### config.mk
export PLATFORM = sky130hd
export DESIGN_NAME = data_break_arbiter_flat
export DESIGN_NICKNAME = d
export VERILOG_FILES = /design/src/rtl/data_break_arbiter_if.sv /design/src/rtl/data_break_arbiter.sv /design/src/flat_wrapper.sv
export SDC_FILE = /design/constraint.sdc
export NUM_CORES = 1
export LEC_CHECK = 0
export ABC_AREA = 1
export BUFFER_PORTS_ARGS = -buffer_cell sky130_fd_sc_hd__buf_2
export CAP_MARGIN = 20
export CORE_ASPECT_RATIO = 1.2
export CORE_MARGIN = 3
export CORE_UTILIZATION = 50
export DETAILED_ROUTE_END_ITERATION = 12
export PLACE_DENSITY = 0.73
export SYNTH_ARGS = -nofsm -noshare
export SYNTH_HDL_FRONTEND = slang
export SYNTH_SLANG_ARGS = --single-unit
### constraint.sdc
create_clock -name clk -period 1.6 [get_ports clk]
set_input_delay 0.08 -clock clk [delete_from_list [all_inputs] [get_ports clk]]
set_output_delay 0.08 -clock clk [all_outputs]
set_load 0.02 [all_outputs]
### src/rtl/data_break_arbiter_if.sv
// Data-break bus between the arbiter and the peripheral/memory side.
//   master : arbiter view  (takes requests/handshakes, drives grant/ack/status)
//   slave  : environment view (drives requests/handshakes, observes grant/ack)
// Signals:
//   brk_rq      level break requests, index 0 = highest fixed priority
//   cpu_at_end  CPU at end of its memory cycle, break may be taken
//   mem_done    one-cycle pulse, break memory cycle finished
//   err_clr     clears the sticky timeout flag
//   brk_active  CPU hold
//   mem_start   one-cycle pulse starting the break memory cycle
//   brk_gnt     one-hot grant, valid START..CYCLE
//   brk_ack     one-hot, one-cycle completion pulse
//   timeout_err sticky, mem_done never arrived
interface data_break_arbiter_if #(
  parameter int unsigned NREQ = 4
);
  logic [NREQ-1:0] brk_rq;
  logic            cpu_at_end;
  logic            mem_done;
  logic            err_clr;
  logic            brk_active;
  logic            mem_start;
  logic [NREQ-1:0] brk_gnt;
  logic [NREQ-1:0] brk_ack;
  logic            timeout_err;

  modport master (
    input  brk_rq, cpu_at_end, mem_done, err_clr,
    output brk_active, mem_start, brk_gnt, brk_ack, timeout_err
  );

  modport slave (
    output brk_rq, cpu_at_end, mem_done, err_clr,
    input  brk_active, mem_start, brk_gnt, brk_ack, timeout_err
  );
endinterface

### src/rtl/data_break_arbiter.sv
// Data-break (DMA) arbiter and sequencer for the PDP-8/I memory path.
// Holds the CPU at a memory-cycle boundary, grants one requester per break
// memory cycle, acknowledges it on mem_done and flags a missing mem_done.
// Ports:
//   clk    system clock, all state on the rising edge
//   rst_n  asynchronous active-low reset
//   bus    data_break_arbiter_if.master (requests, handshakes, grant/ack)
// Parameters:
//   NREQ        number of requesters (2..8), index 0 = highest
//   ROUND_ROBIN 0 = fixed priority, 1 = rotating priority
//   TIMEOUT     max cycles spent in CYCLE waiting for mem_done
//   TW          timeout counter width, 2**TW > TIMEOUT
module data_break_arbiter #(
  parameter int unsigned NREQ        = 4,
  parameter int unsigned ROUND_ROBIN = 0,
  parameter int unsigned TIMEOUT     = 63,
  parameter int unsigned TW          = 6
) (
  input  logic                 clk,
  input  logic                 rst_n,
  data_break_arbiter_if.master bus
);

  localparam int unsigned IW = (NREQ > 1) ? $clog2(NREQ) : 1;

  typedef enum logic [2:0] {
    IDLE,
    WAIT_CPU,
    ARB,
    START,
    CYCLE,
    DONE
  } state_t;

  state_t          state;
  logic [IW-1:0]   winner;
  logic [IW-1:0]   rr_ptr;
  logic [IW-1:0]   rr_next;
  logic [TW-1:0]   count;
  logic [NREQ-1:0] win_mask;

  logic [IW-1:0]   pick;
  logic [IW-1:0]   cand;
  logic            found;
  int unsigned     base;

  assign win_mask = NREQ'(1) << winner;
  assign rr_next  = (winner == IW'(NREQ - 1)) ? '0 : winner + IW'(1);

  // Search starts at rr_ptr (rotating) or 0 (fixed) and wraps; first hit wins.
  always_comb begin
    base  = (ROUND_ROBIN != 0) ? 32'(rr_ptr) : 32'd0;
    found = 1'b0;
    pick  = '0;
    cand  = '0;
    for (int unsigned i = 0; i < NREQ; i++) begin
      cand = IW'((base + i) % NREQ);
      if (!found && bus.brk_rq[cand]) begin
        found = 1'b1;
        pick  = cand;
      end
    end
  end

  always_ff @(posedge clk or negedge rst_n) begin
    if (!rst_n) begin
      state           <= IDLE;
      winner          <= '0;
      rr_ptr          <= '0;
      count           <= '0;
      bus.brk_active  <= 1'b0;
      bus.mem_start   <= 1'b0;
      bus.brk_gnt     <= '0;
      bus.brk_ack     <= '0;
      bus.timeout_err <= 1'b0;
    end else begin
      bus.mem_start <= 1'b0;
      bus.brk_ack   <= '0;
      // A timeout in CYCLE below overrides this clear in the same cycle.
      if (bus.err_clr) bus.timeout_err <= 1'b0;

      case (state)
        IDLE: begin
          if (|bus.brk_rq) begin
            state          <= WAIT_CPU;
            bus.brk_active <= 1'b1;
          end
        end

        WAIT_CPU: begin
          if (bus.cpu_at_end) state <= ARB;
        end

        ARB: begin
          if (!found) begin
            state          <= IDLE;
            bus.brk_active <= 1'b0;
          end else begin
            winner        <= pick;
            bus.brk_gnt   <= NREQ'(1) << pick;
            bus.mem_start <= 1'b1;
            count         <= '0;
            state         <= START;
          end
        end

        // count holds the number of the CYCLE clock being spent (1..TIMEOUT)
        START: begin
          count <= TW'(1);
          state <= CYCLE;
        end

        CYCLE: begin
          if (bus.mem_done) begin
            bus.brk_gnt <= '0;
            bus.brk_ack <= win_mask;
            state       <= DONE;
          end else if (count == TW'(TIMEOUT)) begin
            bus.timeout_err <= 1'b1;
            bus.brk_gnt     <= '0;
            bus.brk_active  <= 1'b0;
            state           <= IDLE;
          end else begin
            count <= count + TW'(1);
          end
        end

        // The winner's rq is still high during its ack, so it is masked here.
        DONE: begin
          if (ROUND_ROBIN != 0) rr_ptr <= rr_next;
          if (|(bus.brk_rq & ~win_mask)) begin
            state <= ARB;
          end else begin
            state          <= IDLE;
            bus.brk_active <= 1'b0;
          end
        end

        default: begin
          state <= IDLE;
        end
      endcase
    end
  end

endmodule

### src/flat_wrapper.sv
// flat-port wrapper written by rule: the top's interface ports become plain ports
module data_break_arbiter_flat 
#(
  parameter int unsigned NREQ        = 4,
  parameter int unsigned ROUND_ROBIN = 0,
  parameter int unsigned TIMEOUT     = 63,
  parameter int unsigned TW          = 6
)
  (clk, rst_n, bus_brk_rq, bus_cpu_at_end, bus_mem_done, bus_err_clr, bus_brk_active, bus_mem_start, bus_brk_gnt, bus_brk_ack, bus_timeout_err);
  data_break_arbiter_if #(.NREQ(NREQ)) bus_i ();
  input  logic clk;
  input  logic rst_n;
  input wire logic [$bits(bus_i.brk_rq)-1:0] bus_brk_rq;
  input wire logic [$bits(bus_i.cpu_at_end)-1:0] bus_cpu_at_end;
  input wire logic [$bits(bus_i.mem_done)-1:0] bus_mem_done;
  input wire logic [$bits(bus_i.err_clr)-1:0] bus_err_clr;
  output wire logic [$bits(bus_i.brk_active)-1:0] bus_brk_active;
  output wire logic [$bits(bus_i.mem_start)-1:0] bus_mem_start;
  output wire logic [$bits(bus_i.brk_gnt)-1:0] bus_brk_gnt;
  output wire logic [$bits(bus_i.brk_ack)-1:0] bus_brk_ack;
  output wire logic [$bits(bus_i.timeout_err)-1:0] bus_timeout_err;
  assign bus_i.brk_rq = bus_brk_rq;
  assign bus_i.cpu_at_end = bus_cpu_at_end;
  assign bus_i.mem_done = bus_mem_done;
  assign bus_i.err_clr = bus_err_clr;
  assign bus_brk_active = bus_i.brk_active;
  assign bus_mem_start = bus_i.mem_start;
  assign bus_brk_gnt = bus_i.brk_gnt;
  assign bus_brk_ack = bus_i.brk_ack;
  assign bus_timeout_err = bus_i.timeout_err;
  data_break_arbiter #(.NREQ(NREQ), .ROUND_ROBIN(ROUND_ROBIN), .TIMEOUT(TIMEOUT), .TW(TW)) u_core (.clk(clk), .rst_n(rst_n), .bus(bus_i));
endmodule
### After elaboration in Yosys (flattened, before gate mapping)

Cells that the tools add are included.

| word-level totals | value |
|---|---|
| input port bits | 9 |
| register bits | 22 |
| logic and storage cells | 81 |

| cells by class | value |
|---|---|
| shift operators | 2 |
| bitwise logic cells | 2 |
| equality and inequality tests | 15 |
| reduce and logical (&&, ||, !) cells | 17 |
| multiplexer cells | 36 |
| add/sub/neg operators | 1 |

Operators with widths:

| cell | number |
|---|---|
| 2-to-1 mux 4 bit | 5 |
| 2-to-1 mux 6 bit | 3 |
| one-hot mux 3 bit (6 select lines) | 1 |
| one-hot mux 6 bit (3 select lines) | 1 |
| 2-to-1 mux 1 bit | 16 |
| 2-to-1 mux 3 bit | 4 |
| inequality test 2 bit, second input constant | 5 |
| 2-to-1 mux 2 bit | 4 |
| one-hot mux 4 bit (2 select lines) | 1 |
| OR reduction 4 bit | 2 |
| << shifter 1 x 2 -> 4 bit, first input constant | 2 |
| adder 6 x 1 -> 6 bit, second input constant | 1 |
| == test 3 x 2 -> 1 bit, second input constant | 2 |
| == test 3 bit, second input constant | 2 |
| == test 6 bit, second input constant | 1 |
| inequality test 2 x 1 -> 1 bit, second input constant | 3 |
| AND reduction 3 bit | 2 |
| AND reduction 6 bit | 1 |
| AND 4 bit | 1 |
| NOT 4 bit | 1 |
| one-hot mux 1 bit (4 select lines) | 1 |
| AND reduction 4 bit | 1 |
| nonzero test 4 bit | 1 |
| == test 3 x 1 -> 1 bit, second input constant | 1 |
| other kinds (7) | 11 |

### Longest topological paths before layout

| depth | value |
|---|---|
| depth in word-level cells | 13 |
| depth in mapped cells | 11 |
| depth with buffers taken out | 11 |

### Worst setup path before layout

Ideal clock, no wire load.

| timing path | value |
|---|---|
| kind | register to register |
| start | register u_core.count[0] |
| end | register u_core.count[4] |
| clock period less this slack | 1.379 ns |
| data required time | 1.483 ns |
| stages on the path, launching flop included | 12 |
| library setup time | 0.117 ns |
| path slack | 0.221 ns |
| arrival | 1.262 ns |
| cell sequence | dfrtp_1 > ha_1 > nand2_1 > nor2_2 > nand3_1 > nand2_2 > nor2_4 > inv_2 > nand2_4 > inv_4 > nand2_1 > nand2_1 |

| between the ends | value |
|---|---|
| longest elaborated chain between the ends | 4 |
| elaborated cells on any way between the ends | 7 |

Ends and longest elaborated chain:

| what | line | source |
|---|---|---|
| start: declaration | data_break_arbiter.sv:39 | `logic [TW-1:0] count;` |
| start signal: assignment | data_break_arbiter.sv:124 | `count <= count + TW'(1);` |
| adder 6 x 1 -> 6 bit | data_break_arbiter.sv:124 |  |
| 2-to-1 mux 6 bit | data_break_arbiter.sv:118 | `end else if (count == TW'(TIMEOUT)) begin` |
| 2-to-1 mux 6 bit | data_break_arbiter.sv:114 | `if (bus.mem_done) begin` |
| one-hot mux 6 bit (3 select lines) | data_break_arbiter.sv:82 | `case (state)` |

Several ways; a longest one is shown, not always the timed one. The select of a mux whose other input is x is not followed.
A chain may end at the register's enable or synchronous reset.

### Worst setup path in the final report

| timing path | value |
|---|---|
| start | register u_core.count[1] |
| end | register u_core.count[1] |

The elaborated chain is that of the path after synthesis.

==> impl_metrics.env <==
export IMPL_tritoncts="yes"
export IMPL_grt_pass1_vias=1020
export IMPL_grt_pass1_wl_um=4181
export IMPL_p_total_mw=1.943
export IMPL_max_stage_delay_ns=0.43
export IMPL_path_clk_slew_ns=0.11
export IMPL_max_slew_margin_pct=67.50
export IMPL_first_iter_violations=35
export IMPL_netlist_instances=154
export IMPL_hold_path_class="in2reg"
export IMPL_worstPathMaxFanout=7
export IMPL_synth_area_leaders="dfrtp_1, nand2_1, nor2_1, inv_1, nand3_1"
export IMPL_portBuffers=19
export IMPL_chipHeight_um=58.79
export IMPL_stdcell_area_um2=1404
export IMPL_fin_skew_ns=0.002594
export IMPL_power_density_nw_per_um2=1384
export IMPL_drv_slew=0
export IMPL_use_met3_pct=2.278
export IMPL_required_ns=1.80
export IMPL_avgRoutedWirePerCell_um=11.21
export IMPL_grt_met1_usage_pct=24.76
export IMPL_layout_drive_gt1_share_pct=26.78
export IMPL_worst_pin_slew_ns=0.4875
export IMPL_reg2reg_slack_ns=0.07
export IMPL_critPathLaunchType="flop"
export IMPL_syn_nets=164
export IMPL_yosys_area_top_type="dfrtp_1"
export IMPL_final_instance_count_excl_fill=213
export IMPL_clock_latency_ns=0.30
export IMPL_slowest_stage="dfrtp_1"
export IMPL_synth_edf_count=0
export IMPL_synth_main_ff_cell="dfrtp_1"
export IMPL_final_hold_violation_count=0
export IMPL_first_pass_iters=4
export IMPL_multi_input_area_um2=556.8
export IMPL_clock_tree_buffer_depth=2
export IMPL_cp_end_kind="flop"
export IMPL_met2_usage_pct=29.10
export IMPL_mostFrequentLayoutCells="nand2_1, dfrtp_1, buf_2"
export IMPL_outcome="finished, final reports clean"
export IMPL_cts_buffers=3
export IMPL_antenna_cells=0
export IMPL_setup_ws_ns=0.07043
export IMPL_p_leak_nw=0.7456
export IMPL_critPathTopFamily="simple AND/OR/NAND/NOR gates"
export IMPL_fin_nets=195
export IMPL_placed_area_um2=1304
export IMPL_ctsHtreeMaxLevel=1
export IMPL_crit_path_cell_trace="ha_2 > nand2_2 > nor2_2 > nand3_2 > nand2_2 > nor2_4 > inv_4 > nand2_4 > inv_4 > nand2_1 > nand2_1"
export IMPL_nFillCells=189
export IMPL_die_w_um=49.99
export IMPL_critPathKind="reg2reg"
export IMPL_dieArea_um2=2939
export IMPL_maxCapViolCount=0
export IMPL_synth_cell_types=24
export IMPL_fin_util_pct=65.61
export IMPL_gr_total_overflow=0
export IMPL_grt_busiest_layer="met2"
export IMPL_area_growth_pct=20.91
export IMPL_critPathArrivalTime_ns=1.73
export IMPL_place_ws_ns=0.05585
export IMPL_ys_seq_area_share_pct=47.41
export IMPL_yosys_warnings=0
export IMPL_synth_area_um2=1161
export IMPL_antenna_left=0
export IMPL_async_flop_share_pct=100.0
export IMPL_wirelength_um=2388
export IMPL_clock_sinks=22
export IMPL_viasPerCell=4.934
export IMPL_fin_crit_sh_pct=95.60
export IMPL_antenna_found_initial=0
export IMPL_fmax_mhz=653.8
export IMPL_dp_hpwl_um=1796
export IMPL_start_util_pct=54.27
export IMPL_rows=18
export IMPL_ir_drop_mv=0.7924
export IMPL_finalSetupTns_ns=0
export IMPL_grtUsageTotal_pct=18.41
export IMPL_grt_max_degree=23
export IMPL_num_vias=1051
export IMPL_place_congestion=0.8876
export IMPL_ios=20
export IMPL_hold_slack_ns=0.02325
export IMPL_route_detailed_drc=0
export IMPL_fin_crit_ns=1.530
export IMPL_synth_top_area_share_pct=47.41
export IMPL_seq_area_um2=550.5
export IMPL_final_common_cell="nand2_1"
export IMPL_syn_avg_cell_area_um2=7.540
export IMPL_cts_root_buf="clkbuf_4"
export IMPL_setup_viol_count_final=0
export IMPL_core_area_um2=2140
export IMPL_ys_ff_latch=22
export IMPL_dp_cells=204
export IMPL_path_buf_inv=2
cell families (layout without fill, tap and decap cells):
family                     count (synthesis)  after routing  share of synthesized area, %
AOI/OAI and AO/OA                         15             15                         6.788
xor gates and xnor gates                   2              2                         1.509
adders and majority gates                  1              1                         1.077
buffers and inverters                     20             49                         6.788
DFF                                       22             22                         47.41
and+or+nand+nor                           94             94                         36.42
power breakdown:
| part | switching, mW | internal [mW] |
|---|---|---|
| Sequential | 0.115 | 0.694 |
| Clock | 0.156 | 0.0879 |
| Combinational | 0.579 | 0.312 |
sequential cells by signal (all words and copies together), names as in the netlist:
signal                  count
u_core.count                6
u_core.bus.brk_ack          4
u_core.bus.brk_gnt          4
u_core.bus.brk_active       1
u_core.bus.mem_start        1
u_core.state                3
u_core.bus.timeout_err      1
u_core.winner               2
worst min-delay path: cells and delay by family:
family                 cells  cell delay [ns]
buffers and inverters      1             0.07
AND/OR/NAND/NOR            2             0.15
worst paths after layout:
kind / cells past startpoint / end / startpoint
min: 3 / u_core.state[0] / bus_cpu_at_end
max: 11 / u_core.count[1] / u_core.count[1]
min in group asynchronous: 2 / u_core.count[2] / rst_n
min reg2reg: 2 / u_core.bus.brk_active / u_core.bus.brk_active
max in group asynchronous: 2 / u_core.count[0] / rst_n
max reg2reg: 11 / u_core.count[1] / u_core.count[1]
timing repair:
item,4_1_cts,5_1_grt
setup endpoints to repair,0,13
hold endpoints to repair,23,0
buffers inserted,0,4
hold buffers,2,0
gates resized for setup,0,8
per-layer routing:
metal / up-vias / routed length (um)
li1: 542 / -
met3: 7 / 91
met4: 0 / 46
met2: 29 / 1099
met5: - / 0
met1: 473 / 1150
synthesized netlist by cell type (2+ instances only):
| cell | n |
|---|---|
| nand2_1 | 48 |
| dfrtp_1 | 22 |
| nor2_1 | 18 |
| inv_1 | 15 |
| nand3_1 | 10 |
| o21ai_1 | 6 |
| nor2_2 | 5 |
| o21ai_0 | 5 |
| a21oi_1 | 3 |
| inv_2 | 3 |
| nand2_2 | 3 |
| nor3_1 | 3 |
| nor3b_1 | 2 |
cell type report:
cell class,count,share of cell area [%]
clock buffer,3,1.604
inverter,19,5.437
multi-input combinational,112,39.66
sequential,22,39.22
tap,30,2.674
timing repair buffer,27,11.41
Power figures use the tool's default switching activity.
